==> config.mk <==
export PLATFORM = sky130hd
export DESIGN_NAME = fmap_buffer_flat
export DESIGN_NICKNAME = d
export VERILOG_FILES = /design/src/rtl/fmap_buffer_if.sv /design/src/rtl/fmap_buffer.sv /design/src/flat_wrapper.sv
export SDC_FILE = /design/constraint.sdc
export NUM_CORES = 1
export LEC_CHECK = 0
export ABC_AREA = 1
export CAP_MARGIN = 40
export CORE_UTILIZATION = 45
export CTS_CLUSTER_SIZE = 30
export DETAILED_ROUTE_END_ITERATION = 7
export DONT_BUFFER_PORTS = 1
export SLEW_MARGIN = 20
export SYNTH_ARGS = -nofsm -noshare
export SYNTH_HDL_FRONTEND = slang
export SYNTH_SLANG_ARGS = --single-unit
export TNS_END_PERCENT = 20
==> constraint.sdc <==
create_clock -name clk -period 4 [get_ports clk]
set_input_delay 1 -clock clk [delete_from_list [all_inputs] [get_ports clk]]
set_output_delay 1 -clock clk [all_outputs]
set_load 0.02 [all_outputs]
==> src/rtl/fmap_buffer_if.sv <==
// Feature-map buffer bus: control, read port A, write port B and status.
// The master side is the layer engine, the slave side is fmap_buffer.
interface fmap_buffer_if #(
    parameter int DATA_WIDTH = 16,
    parameter int ADDR_WIDTH = 6
);
    logic                  clear;
    logic                  busy;
    logic [ADDR_WIDTH-1:0] conv_r_addr;
    logic                  conv_r_en;
    logic [DATA_WIDTH-1:0] conv_r_q;
    logic [ADDR_WIDTH-1:0] conv_w_addr;
    logic                  conv_w_en;
    logic                  conv_w_we;
    logic [DATA_WIDTH-1:0] conv_w_d;
    logic                  acc_err;

    modport master (
        output clear, conv_r_addr, conv_r_en, conv_w_addr, conv_w_en, conv_w_we, conv_w_d,
        input  busy, conv_r_q, acc_err
    );

    modport slave (
        input  clear, conv_r_addr, conv_r_en, conv_w_addr, conv_w_en, conv_w_we, conv_w_d,
        output busy, conv_r_q, acc_err
    );
endinterface

==> src/rtl/fmap_buffer.sv <==
// Feature-map buffer: CHANNELS*IMG_SIZE*IMG_SIZE signed words, one registered
// read port (A) and one write port (B), plus a clear engine that zeroes the
// whole array after reset (CLEAR_ON_RESET) or on a clear pulse.
// Build option: define FMAP_BYPASS_EN for write-first same-address behaviour;
// left undefined the RAM is read-first (returns the old word).
module fmap_buffer #(
    parameter int DATA_WIDTH     = 16,
    parameter int CHANNELS       = 1,
    parameter int IMG_SIZE       = 8,
    parameter int CLEAR_ON_RESET = 1
) (
    input  logic         clk,
    input  logic         reset,
    fmap_buffer_if.slave bus
);
    localparam int N  = CHANNELS * IMG_SIZE * IMG_SIZE;
    localparam int AW = (N <= 1) ? 1 : $clog2(N);
    // One bit wider than the address so N itself is representable.
    localparam logic [AW:0]   N_L  = (AW + 1)'(N);
    localparam logic [AW-1:0] LAST = AW'(N - 1);

    typedef enum logic {S_IDLE, S_CLEAR} state_t;

    state_t                state_reg;
    logic                  busy_reg;
    logic [AW-1:0]         clr_ptr_reg;
    logic                  acc_err_reg;
    logic [DATA_WIDTH-1:0] conv_r_q_reg;
    logic [DATA_WIDTH-1:0] mem [N];

    logic r_req;
    logic w_req;
    logic r_in_range;
    logic w_in_range;
    logic r_ok;
    logic w_ok;
    logic r_bad;
    logic w_bad;
    logic fwd_hit;

    // An enabled port without the write strobe is not an access at all.
    assign r_req      = bus.conv_r_en;
    assign w_req      = bus.conv_w_en & bus.conv_w_we;
    assign r_in_range = ({1'b0, bus.conv_r_addr} < N_L);
    assign w_in_range = ({1'b0, bus.conv_w_addr} < N_L);
    assign r_ok       = r_req & ~busy_reg & r_in_range;
    assign w_ok       = w_req & ~busy_reg & w_in_range;
    assign r_bad      = r_req & ~r_ok;
    assign w_bad      = w_req & ~w_ok;

`ifdef FMAP_BYPASS_EN
    // Write-first: a same-address read sees the word being written this cycle.
    assign fwd_hit = w_ok & (bus.conv_w_addr == bus.conv_r_addr);
`else
    // Read-first: the RAM output always carries the pre-write word.
    assign fwd_hit = 1'b0;
`endif

    // Clear-engine FSM: sweeps clr_ptr over every entry; a clear pulse restarts it.
    always_ff @(posedge clk or negedge reset) begin
        if (!reset) begin
            state_reg   <= (CLEAR_ON_RESET != 0) ? S_CLEAR : S_IDLE;
            busy_reg    <= (CLEAR_ON_RESET != 0);
            clr_ptr_reg <= '0;
        end else begin
            case (state_reg)
                S_IDLE: begin
                    if (bus.clear) begin
                        state_reg   <= S_CLEAR;
                        busy_reg    <= 1'b1;
                        clr_ptr_reg <= '0;
                    end
                end
                S_CLEAR: begin
                    if (bus.clear) begin
                        clr_ptr_reg <= '0;
                    end else if (clr_ptr_reg == LAST) begin
                        state_reg <= S_IDLE;
                        busy_reg  <= 1'b0;
                    end else begin
                        clr_ptr_reg <= clr_ptr_reg + 1'b1;
                    end
                end
                default: begin
                    state_reg <= S_IDLE;
                    busy_reg  <= 1'b0;
                end
            endcase
        end
    end

    // Storage write port: the clear engine owns the array while busy.
    always_ff @(posedge clk) begin
        if (busy_reg) begin
            mem[clr_ptr_reg] <= '0;
        end else if (w_ok) begin
            mem[bus.conv_w_addr] <= bus.conv_w_d;
        end
    end

    // Registered read data: holds when idle, zero on a refused read.
    always_ff @(posedge clk or negedge reset) begin
        if (!reset) begin
            conv_r_q_reg <= '0;
        end else if (r_ok) begin
            conv_r_q_reg <= fwd_hit ? bus.conv_w_d : mem[bus.conv_r_addr];
        end else if (r_bad) begin
            conv_r_q_reg <= '0;
        end
    end

    // Sticky illegal-access flag; only reset clears it.
    always_ff @(posedge clk or negedge reset) begin
        if (!reset) begin
            acc_err_reg <= 1'b0;
        end else if (r_bad | w_bad) begin
            acc_err_reg <= 1'b1;
        end
    end

    assign bus.busy     = busy_reg;
    assign bus.conv_r_q = conv_r_q_reg;
    assign bus.acc_err  = acc_err_reg;

endmodule

==> src/flat_wrapper.sv <==
// flat-port wrapper written by rule: the top's interface ports become plain ports
module fmap_buffer_flat 
#(
    parameter int DATA_WIDTH     = 16,
    parameter int CHANNELS       = 1,
    parameter int IMG_SIZE       = 8,
    parameter int CLEAR_ON_RESET = 1
)
  (clk, reset, bus_clear, bus_conv_r_addr, bus_conv_r_en, bus_conv_w_addr, bus_conv_w_en, bus_conv_w_we, bus_conv_w_d, bus_busy, bus_conv_r_q, bus_acc_err);
  fmap_buffer_if #(.DATA_WIDTH(DATA_WIDTH), .ADDR_WIDTH(6)) bus_i ();
  input  logic clk;
  input  logic reset;
  input wire logic [$bits(bus_i.clear)-1:0] bus_clear;
  input wire logic [$bits(bus_i.conv_r_addr)-1:0] bus_conv_r_addr;
  input wire logic [$bits(bus_i.conv_r_en)-1:0] bus_conv_r_en;
  input wire logic [$bits(bus_i.conv_w_addr)-1:0] bus_conv_w_addr;
  input wire logic [$bits(bus_i.conv_w_en)-1:0] bus_conv_w_en;
  input wire logic [$bits(bus_i.conv_w_we)-1:0] bus_conv_w_we;
  input wire logic [$bits(bus_i.conv_w_d)-1:0] bus_conv_w_d;
  output wire logic [$bits(bus_i.busy)-1:0] bus_busy;
  output wire logic [$bits(bus_i.conv_r_q)-1:0] bus_conv_r_q;
  output wire logic [$bits(bus_i.acc_err)-1:0] bus_acc_err;
  assign bus_i.clear = bus_clear;
  assign bus_i.conv_r_addr = bus_conv_r_addr;
  assign bus_i.conv_r_en = bus_conv_r_en;
  assign bus_i.conv_w_addr = bus_conv_w_addr;
  assign bus_i.conv_w_en = bus_conv_w_en;
  assign bus_i.conv_w_we = bus_conv_w_we;
  assign bus_i.conv_w_d = bus_conv_w_d;
  assign bus_busy = bus_i.busy;
  assign bus_conv_r_q = bus_i.conv_r_q;
  assign bus_acc_err = bus_i.acc_err;
  fmap_buffer #(.DATA_WIDTH(DATA_WIDTH), .CHANNELS(CHANNELS), .IMG_SIZE(IMG_SIZE), .CLEAR_ON_RESET(CLEAR_ON_RESET)) u_core (.clk(clk), .reset(reset), .bus(bus_i));
endmodule
* Word-level counts from Yosys, hierarchy flattened
Memories as Yosys holds them, arrays and structs flattened.
Cells that the tools add are included.
** Storage, ports and cells
- Output and inout bits :: 18
- Input port bits :: 34
- Flip-flop bits (word level) :: 25
- Memories kept :: 1
- Bits in writable memories :: 1024
** Cells by class
- Bitwise logic cells :: 10
- Add/subtract/negate cells :: 1
- Mux-type cells :: 22
- Equality and inequality tests :: 5
- Reductions and logical operators :: 4
** Memory list
- u_core.mem :: words 64, width 16, rd ports 1, clocked after memory_dff 0, write ports 1, RTL line fmap_buffer.sv:29 : logic [DATA_WIDTH-1:0] mem [N];
** Operators by type and width (count)
- 16-bit 2-to-1 mux :: 3
- 6-bit 2-to-1 mux :: 4
- 16-bit OR reduction :: 1
- 1-bit 2-to-1 mux :: 12
- 6-bit case mux with 2 select lines :: 1
- 6-bit by 1-bit adder with 6-bit output (second input constant) :: 1
- 6-bit == test (second input constant) :: 1
- 2-bit != test (second input constant) :: 3
- 1-bit bitwise AND :: 5
- 1-bit NOT :: 4
- 1-bit case mux with 2 select lines :: 2
- 3-bit != test (second input constant) :: 1
- 3-bit AND reduction :: 1
- 2-bit AND reduction :: 1
- 2-bit nonzero test :: 1
- 1-bit OR :: 1

* Depth between registers and ports, before layout
Gate-level depths: netlist of the first run.
- Depth in word-level cells :: 7
- Depth in mapped cells :: 14

* Least setup slack after synthesis of the first run
Ideal clock, no wire load.
- Path kind :: in2reg
- Start :: in bus_conv_w_en
- End :: mem u_core.mem[48][0], enable pin
- Setup slack :: 0.200 ns
- Cell stages on the path :: 7
- Arrival time :: 3.370 ns
- Cells stage by stage :: nand2_1 inv_2 nand2_4 buf_6 o21ai_2 inv_2 nor4_1
** On the way
- Cells in the longest elaborated chain, start to end :: 7
- Elaborated cells on any way between the ends :: 8
- Classes of those cells :: 5 x mux; 2 x bitwise; 1 x reduce/logical
** RTL lines
- from (decl) :: RTL line flat_wrapper.sv:17 : input wire logic [$bits(bus_i.conv_w_en)-1:0] bus_conv_w_en;
- 1-bit bitwise AND * :: RTL line fmap_buffer.sv:43 : assign w_req = bus.conv_w_en & bus.conv_w_we;
- 1-bit bitwise AND * :: RTL line fmap_buffer.sv:47 : assign w_ok = w_req & ~busy_reg & w_in_range;
- 1-bit 2-to-1 mux * :: RTL line fmap_buffer.sv:96 : end else if (w_ok) begin
- 1-bit 2-to-1 mux * :: RTL line fmap_buffer.sv:94 : if (busy_reg) begin
- 1-bit 2-to-1 mux (not written as such) * :: RTL line fmap_buffer.sv:97 : mem[bus.conv_w_addr] <= bus.conv_w_d;
- 16-bit OR reduction (no source line)
- 6-bit 2-to-1 mux (no source line) / 1-bit 2-to-1 mux (equally long branches)
- to (decl) :: RTL line fmap_buffer.sv:29
Mark *: on every way between the ends. The rest lies on a longest branch, timed or not.

* Worst setup path in the final report of the first run
- Start :: in bus_conv_r_addr[0]
- End :: reg u_core.conv_r_q_reg[11], in the netlist u_core.bus.conv_r_q[11]
** On the way
- Cells in the longest elaborated chain, start to end :: 2
** RTL lines
- from (decl) :: RTL line flat_wrapper.sv:14 : input wire logic [$bits(bus_i.conv_r_addr)-1:0] bus_conv_r_addr;
- memory 64 x 16 bit
- 16-bit 2-to-1 mux :: RTL line fmap_buffer.sv:105 : end else if (r_ok) begin
- to (signal assigned) :: RTL line fmap_buffer.sv:106 : conv_r_q_reg <= fwd_hit ? bus.conv_w_d : mem[bus.conv_r_addr];
- to (decl) :: RTL line fmap_buffer.sv:28 : logic [DATA_WIDTH-1:0] conv_r_q_reg;
Every way passes these cells.
A chain may end at the register's enable or synchronous reset.

==> impl_results.md, run 1 <==
* CTS H-tree lvls at 3
* Cell Area, Synth at 43100 um^2
* Worst Tran Pin Value at 1.55 ns
* Filler instances at approximately 8k
* Layout cell share with drive strength beyond 1 at 0.0875
* Setup_tns at 0 ns
* R2R setup slack at ~1.2 ns
* Antenna Violating Nets Remaining at 0
* NumNets Final at 3746
* # clock sinks at approximately 1.0k
* CTS Buf Count at 103
* Post-Syn Instances at 3686
* WL/cell at between 20 and 25 um
* Worst path max stage delay at 0.66 ns
* Die X at 311 um
* Crit path top cell by count: nand2_1
* RSZ-0062 raised after global routing: false
* Vias in the first global route at 26.2k
* Max VDD drop at 392 uV
* Worst reg2reg path endpoint: u_core.mem[47][8]$_DFFE_PP_
* Crit path from: bus_conv_r_addr[0]
* CP cell instances: inv_16 > buf_12 > buf_4 > nand2_1 > nand3_1 > nand3_1 > nand2_1 > nand2_1 > nand3_1 > nand2_1 > nand2_1 > nand3_1 > nand2_1
* Simple-gate share of the synthesized area at 0.231
* Leak at 18.2 nW
* Crit path DAT at 3.88 ns
* Warnings, synthesis at 0
* Critical path endpoint category: register
* Asr flop ratio synth at 0.0238
* # DRC at 0
* Slowest-stage cell, CP: inv_16
* DRT iter0 DRCs at 3229
* Mux cell area share after synthesis at 0
* Xor-xnor portion of the synthesized cell area at 0
* Syn_area_per_cell at 11.7 um^2
* CTS tree: done
* Syn_nets at 3721
* Status: complete, but fails checks
* Port bufs at 0
* FF-to-FF path depth at 7
* Crit path max fanout at 513
* Die H at approximately 310 um
* CTS Root Cell: clkbuf_16
* Top post-synthesis cells by count: nand2_1, edfxtp_1, nand3_1, buf_2, nor2_1
* Adder-cell share of the synthesized area at 0.000291
* Top Ports at 52
* Remaining global-route overflow at 0
* Met2 Use GR at 0.360
* DR vias/cell at 5.56
* Pin count of the biggest net entering global routing at approximately 510
* Clock skew at 0.0298 ns
* Post-synth top area share at 0.714
* Starting Density at 0.454
* Met1 Track Usage GR at 0.349
* CP top delay family: buffers and inverters
* Buf/Inv on CP at 3
* Count leader, synth: nand2_1
* First-pass GRT wire length at 173 mm
* Register area share after synthesis at 0.729
* Max Buffers Root-to-Sink at 3
* Final worst-path cycle share at 0.814
* Top cells by area, synth: edfxtp_1, nand2_1, nand3_1, dfrtp_1, buf_6
* Largest family of logic cells by synthesized area: simple AND/OR/NAND/NOR gates
* Post-cts sizing count at 0
* WS Path Type: in2reg
* CP Launch Type: primary input
* Final min period at around 3.3 ns
* DR pass1 iterations at 5
* Post-Route Utilization at 0.507
* Pwr per Cell Area at 463 nW/um^2
* Row count at ~110
* Final Hold Viols at 0
* Max reg flops at approximately 1.0k
* Initial antenna violation count at 5
* Global-route layer with the greatest usage: met2
* Dpl ws at between 0.6 and 0.7 ns
* Gpl congestion at about 0.86
* RR Startpoint: u_core.bus.busy$_DFFE_PN1P_
* Distinct cells, synth at 27
* GRT Overall Usage at 0.240
* Worst Slack Setup Final at 0.743 ns
* Hold WC Path Type: in2async
* Detailed Route WL at around 120 mm
* Clock-pin slew on the worst setup and hold paths at 0.06 ns
* Die area at 96900 um^2
* Clk Latency, worst-skew pair at 0.68 ns
* Vias post-DR at 28.2k
* Max-slew headroom at -0.0324
* Core Region at between 90000 and 100000 um^2
* Max-capacitance violation count at 0
* Area Overhead vs Synth at 11.7%
* Slew Limit Fails at 47
* Hold Slack at about 0.14 ns
* Final setup fails at 0
* Post-synth EDFFs at roughly 1.0k
* Synth Area in Compound Gates at 0.00241
* Post-DP HPWL at roughly 65 mm
* Met3 usage at 0.0475
* Synthesis-stage register bit count at approximately 1.0k
* Failing checks: max-slew violations
* Synth area leader: edfxtp_1
* Ys flop type: edfxtp_1
* FMAX at slightly above 300 MHz
* Critical Path RT at 4.62 ns
## through the flow
stage	cell area, um^2	instances	total power, mW
6_report	48100	5061	22.3
5_1_grt	48100	5060	22.9
4_1_cts	48000	5058	22.4
3_5_place_dp	44800	4868	13.1
3_3_place_gp	44800	4865	13.1
2_1_floorplan	43100	3686	12.9
## worst register-to-register path, cell delays in order (launching register included)
cell,delay (ns)
dfstp_2,0.42
inv_2,0.11
nand2_4,0.12
o21ai_0,0.60
nand4_1,0.45
buf_4,0.34
nor2_1,0.13
buf_4,0.28
## where the power goes
group | switching (mW) | internal (mW)
combinational | 0.670 | 0.300
clock | 4.11 | 5.24
sequential | 0.0163 | 11.9
## logic make-up (layout without fill, tap and decap cells)
kind of cell / after synthesis / count (layout)
AOI/OAI and AO/OA: 18 / 18
and+or+nand+nor: 2352 / 2352
adders and majority gates: 1 / 1
DFF: 1049 / 1049
buffers and inverters: 266 / 375
other: 0 / 1
## cell usage in the layout, fill, tap and decap left out, types with 6 or more instances in the layout
cell type / n
nand4_1: 6
clkbuf_16: 104
buf_12: 30
inv_1: 31
nor2_4: 16
o21ai_0: 6
a21oi_1: 6
clkinv_2: 22
bufinv_16: 7
buf_4: 115
clkinv_1: 25
nand2_1: 1394
nor4_2: 6
dfrtp_1: 23
edfxtp_1: 1024
nand3_1: 857
nor2_1: 64
clkbuf_1: 21
## repair_timing
item,in CTS,in global routing
setup buffers,0,0
hold buffers,1,0
setup endpoints to repair,0,0
hold endpoints to repair,23,0
## how the worst max path moves through the flow
stage	end	cells after the start
floorplan	u_core.mem[48][0]$_DFFE_PP_	7
global placement	u_core.mem[5][12]$_DFFE_PP_	6
detailed placement	u_core.mem[47][5]$_DFFE_PP_	8
CTS	u_core.mem[24][15]$_DFFE_PP_	7
global route	u_core.mem[23][11]$_DFFE_PP_	6
finish	u_core.bus.conv_r_q[11]$_DFFE_PN0P_	13
## final cells by class
cell class,instances,area (um^2),area share
flip-flops and latches,1049,31400,0.653
well taps,1265,1580,0.0329
multi-input cells,2371,10200,0.213
clock buffers,126,2700,0.0561
inverters,39,173,0.00359
repair buffers,147,1490,0.0309
clock inverters,63,523,0.0109
diodes,1,2.50,0.0000520
## per-layer routing
layer / share of wire / vias up
met5: 0 / -
met4: 0.031 / 0
met3: 0.095 / 171
met2: 0.45 / 1250
met1: 0.42 / 13800
li1: - / 12900
Power figures use the tool's default switching activity.
==> run 2, diff against run 1 <==
==> constraint.sdc (replaced) <==
create_clock -name clk -period 3.15 [get_ports clk]
set_input_delay 0.7875 -clock clk [delete_from_list [all_inputs] [get_ports clk]]
set_output_delay 0.7875 -clock clk [all_outputs]
set_load 0.02 [all_outputs]
==> run 2 against run 1 <==
Compared with the run above:
- the flow still finishes with violations (max-slew violations)
- flip-flop and latch count unchanged
- via count decreased by 0.29%
- power increased by 28%
- cell count increased by 0.26%
- critical endpoint is now u_core.bus.conv_r_q[9]$_DFFE_PN0P_
- largest cell class unchanged
- clock-buffer cell count decreased by 5
- highest routed layer is now met5
==> impl_results.md, run 2 (synthesis results as in run 1) <==
* Die X at 311 um (unchanged)
* Hold WC Path Type: in2reg (was in2async)
* Placed instance area at 45100 um^2 (was 44800 um^2)
* Worst path max stage delay at 0.62 ns (was 0.66 ns)
* DR pass1 iterations at 6 (was 5)
* Core Region at 94900 um^2 (unchanged)
* Most common cell after layout, fill and taps aside: nand2_1 (unchanged)
* GRT Overall Usage at 0.238 (was 0.240)
* NumNets Final at 3758 (was 3746)
* # clock sinks at 1049 (unchanged)
* CTS Root Cell: clkbuf_16 (unchanged)
* Clock skew at 0.0189 ns (was 0.0298 ns)
* Pwr Total at 28.4 mW (was 22.3 mW)
* Max Buffers Root-to-Sink at 3 (unchanged)
* Dpl cells at 4881 (was 4868)
* Slowest-stage cell, CP: inv_16 (unchanged)
* Crit path top cell by count: nand2_1 (unchanged)
* CTS H-tree lvls at 3 (unchanged)
* Vias in the first global route at 26.6k (was 26.2k)
* # DRC at 0 (unchanged)
* DR vias/cell at 5.53 (was 5.56)
* Row count at 113 (unchanged)
* Clk Latency, worst-skew pair at 0.69 ns (was 0.68 ns)
* Clock-pin slew on the worst setup and hold paths at 0.06 ns (about the same)
* First-pass GRT wire length at 172 mm (was 173 mm)
* CP cell instances: inv_16 > buf_12 > nand2_1 > nand3_1 > nand3_1 > nand2_1 > nand2_1 > nand3_1 > nand2_1 > nand2_1 > nand3_1 > nand2_1 (was inv_16 > buf_12 > buf_4 > nand2_1 > nand3_1 > nand3_1 > nand2_1 > nand2_1 > nand3_1 > nand2_1 > nand2_1 > nand3_1 > nand2_1)
* Max reg flops at 1024 (unchanged)
* Post-DP HPWL at 65.3 mm (was 65.5 mm)
* CTS tree: done (unchanged)
* Post-cts sizing count at 0 (unchanged)
* Final setup fails at 0 (unchanged)
* WS Path Type: in2reg (unchanged)
* Failing checks: max-slew violations (unchanged)
* WL/cell at 22.9 um (was 23.2 um)
* Critical Path RT at 3.76 ns (was 4.62 ns)
* Die H at 311 um (unchanged)
* Pin count of the biggest net entering global routing at 514 (unchanged)
* Layout cell share with drive strength beyond 1 at 0.0908 (was 0.0875)
* Final min period at about 3.1 ns
* Starting Density at 0.454 (unchanged)
* Final Hold Viols at 0 (unchanged)
* CP Depth at 12 (was 13)
* Buf/Inv on CP at 2 (was 3)
* FMAX at 326 MHz
* Max VDD drop at 436 uV (was 392 uV)
* Final non-filler cell total at 5074 (was 5061)
* Area Overhead vs Synth at 12.4% (was 11.7%)
* Vias post-DR at 28.1k (was 28.2k)
* Gpl congestion at 0.871 (was 0.864)
* Die area at 96900 um^2 (unchanged)
* CP top delay family: simple AND/OR/NAND/NOR gates (was buffers and inverters)
* Diode count at 0 (was 1)
* Pwr per Cell Area at 588 nW/um^2 (was 463 nW/um^2)
* Status: complete, but fails checks (unchanged)
* Most frequent cells in the layout: nand2_1, edfxtp_1, nand3_1, buf_4, clkbuf_16 (unchanged)
* FF-to-FF path depth at 7 (unchanged)
* DRT iter0 DRCs at 3199 (was 3229)
* Setup_tns at 0 ns (unchanged)
* Antenna Violating Nets Remaining at 0 (unchanged)
* Port bufs at 0 (unchanged)
* Critical path endpoint category: register (unchanged)
* Slew Limit Fails at 192 (was 47)
* Detailed Route WL at 116 mm (was 118 mm)
* Max-slew headroom at -0.318 (was -0.0324)
* Hold depth at 1
* Crit path DAT at 3.68 ns (was 3.88 ns)
* Top Ports at 52 (unchanged)
* CTS Buf Count at 103 (unchanged)
* Post-Route Utilization at 0.510 (was 0.507)
* Final worst-path cycle share at 0.974
* Initial antenna violation count at 1 (was 5)
* Remaining global-route overflow at 0 (unchanged)
* Worst Tran Pin Value at 1.98 ns (was 1.55 ns)
* Cell area after layout at 48400 um^2 (was 48100 um^2)
* RSZ-0062 raised after global routing: false (unchanged)
* Max-capacitance violation count at 0 (unchanged)
* CP Launch Type: primary input (unchanged)
* Crit path max fanout at 513 (unchanged)
* Leak at 18.3 nW (was 18.2 nW)
## run 2: changes by cell type in the layout (fill, tap and decap cells not counted), sizes merged
cell         before  now
buf             147  158
clkbuf          126  121
clkinv           48   53
clkinvlp          4    8
inv              43   41
diode             1    0
dlygate4sd3       0    1
## run 2: final cells by class
type                            instances  area (um^2)
Fill cell                            8148        46500
Sequential cell                      1049        31400
Multi-Input combinational cell       2371        10200
Clock buffer                          121         2690
Timing Repair Buffer                  159         1760
Tap cell                             1265         1580
Clock inverter                         70          569
Inverter                               39          173
## run 2: what timing repair did
action | in CTS | in global routing
hold buffers | 2 | 0
setup buffers | 0 | 0
endpoints found under the hold margin | 25 | 0
endpoints found under the setup margin | 0 | 0
## run 2: worst paths after layout
check	start	endpoint	slack, ns
worst max-delay path	bus_conv_r_addr[0]	u_core.bus.conv_r_q[9]$_DFFE_PN0P_	0.08
worst min-delay path	bus_clear	u_core.clr_ptr_reg[5]$_DFFE_PN0P_	0.18
worst max register to register	u_core.bus.busy$_DFFE_PN1P_	u_core.mem[11][10]$_DFFE_PP_	0.41
worst min register to register	u_core.clr_ptr_reg[3]$_DFFE_PN0P_	u_core.clr_ptr_reg[3]$_DFFE_PN0P_	0.58
max in group asynchronous	reset	u_core.state_reg$_DFF_PN1_	2.38
min in group asynchronous	reset	u_core.bus.conv_r_q[0]$_DFFE_PN0P_	0.54
## run 2: per-stage QoR
step	hold slack, ns	setup WS, ns
6_report	0.179	0.0810
5_1_grt	0.176	0.305
4_1_cts	0.154	0.453
3_5_place_dp	0.492	0.224
3_3_place_gp	0.493	0.227
2_1_floorplan	0.492	-0.438
## run 2: power breakdown
part	total [mW]	switching, mW	internal (mW)
logic	1.27	0.857	0.408
clock network	12.0	5.30	6.68
registers	15.2	0.0176	15.2
total	28.4	6.18	22.3
## run 2: per-layer routing
| metal | vias up | track usage | share of wire |
|---|---|---|---|
| li1 | 12900 | - | - |
| met1 | 13800 | 0.346 | 0.43 |
| met2 | 1115 | 0.367 | 0.46 |
| met3 | 167 | 0.0403 | 0.081 |
| met4 | 2 | 0.0739 | 0.025 |
| met5 | - | 0 | 0.000077 |
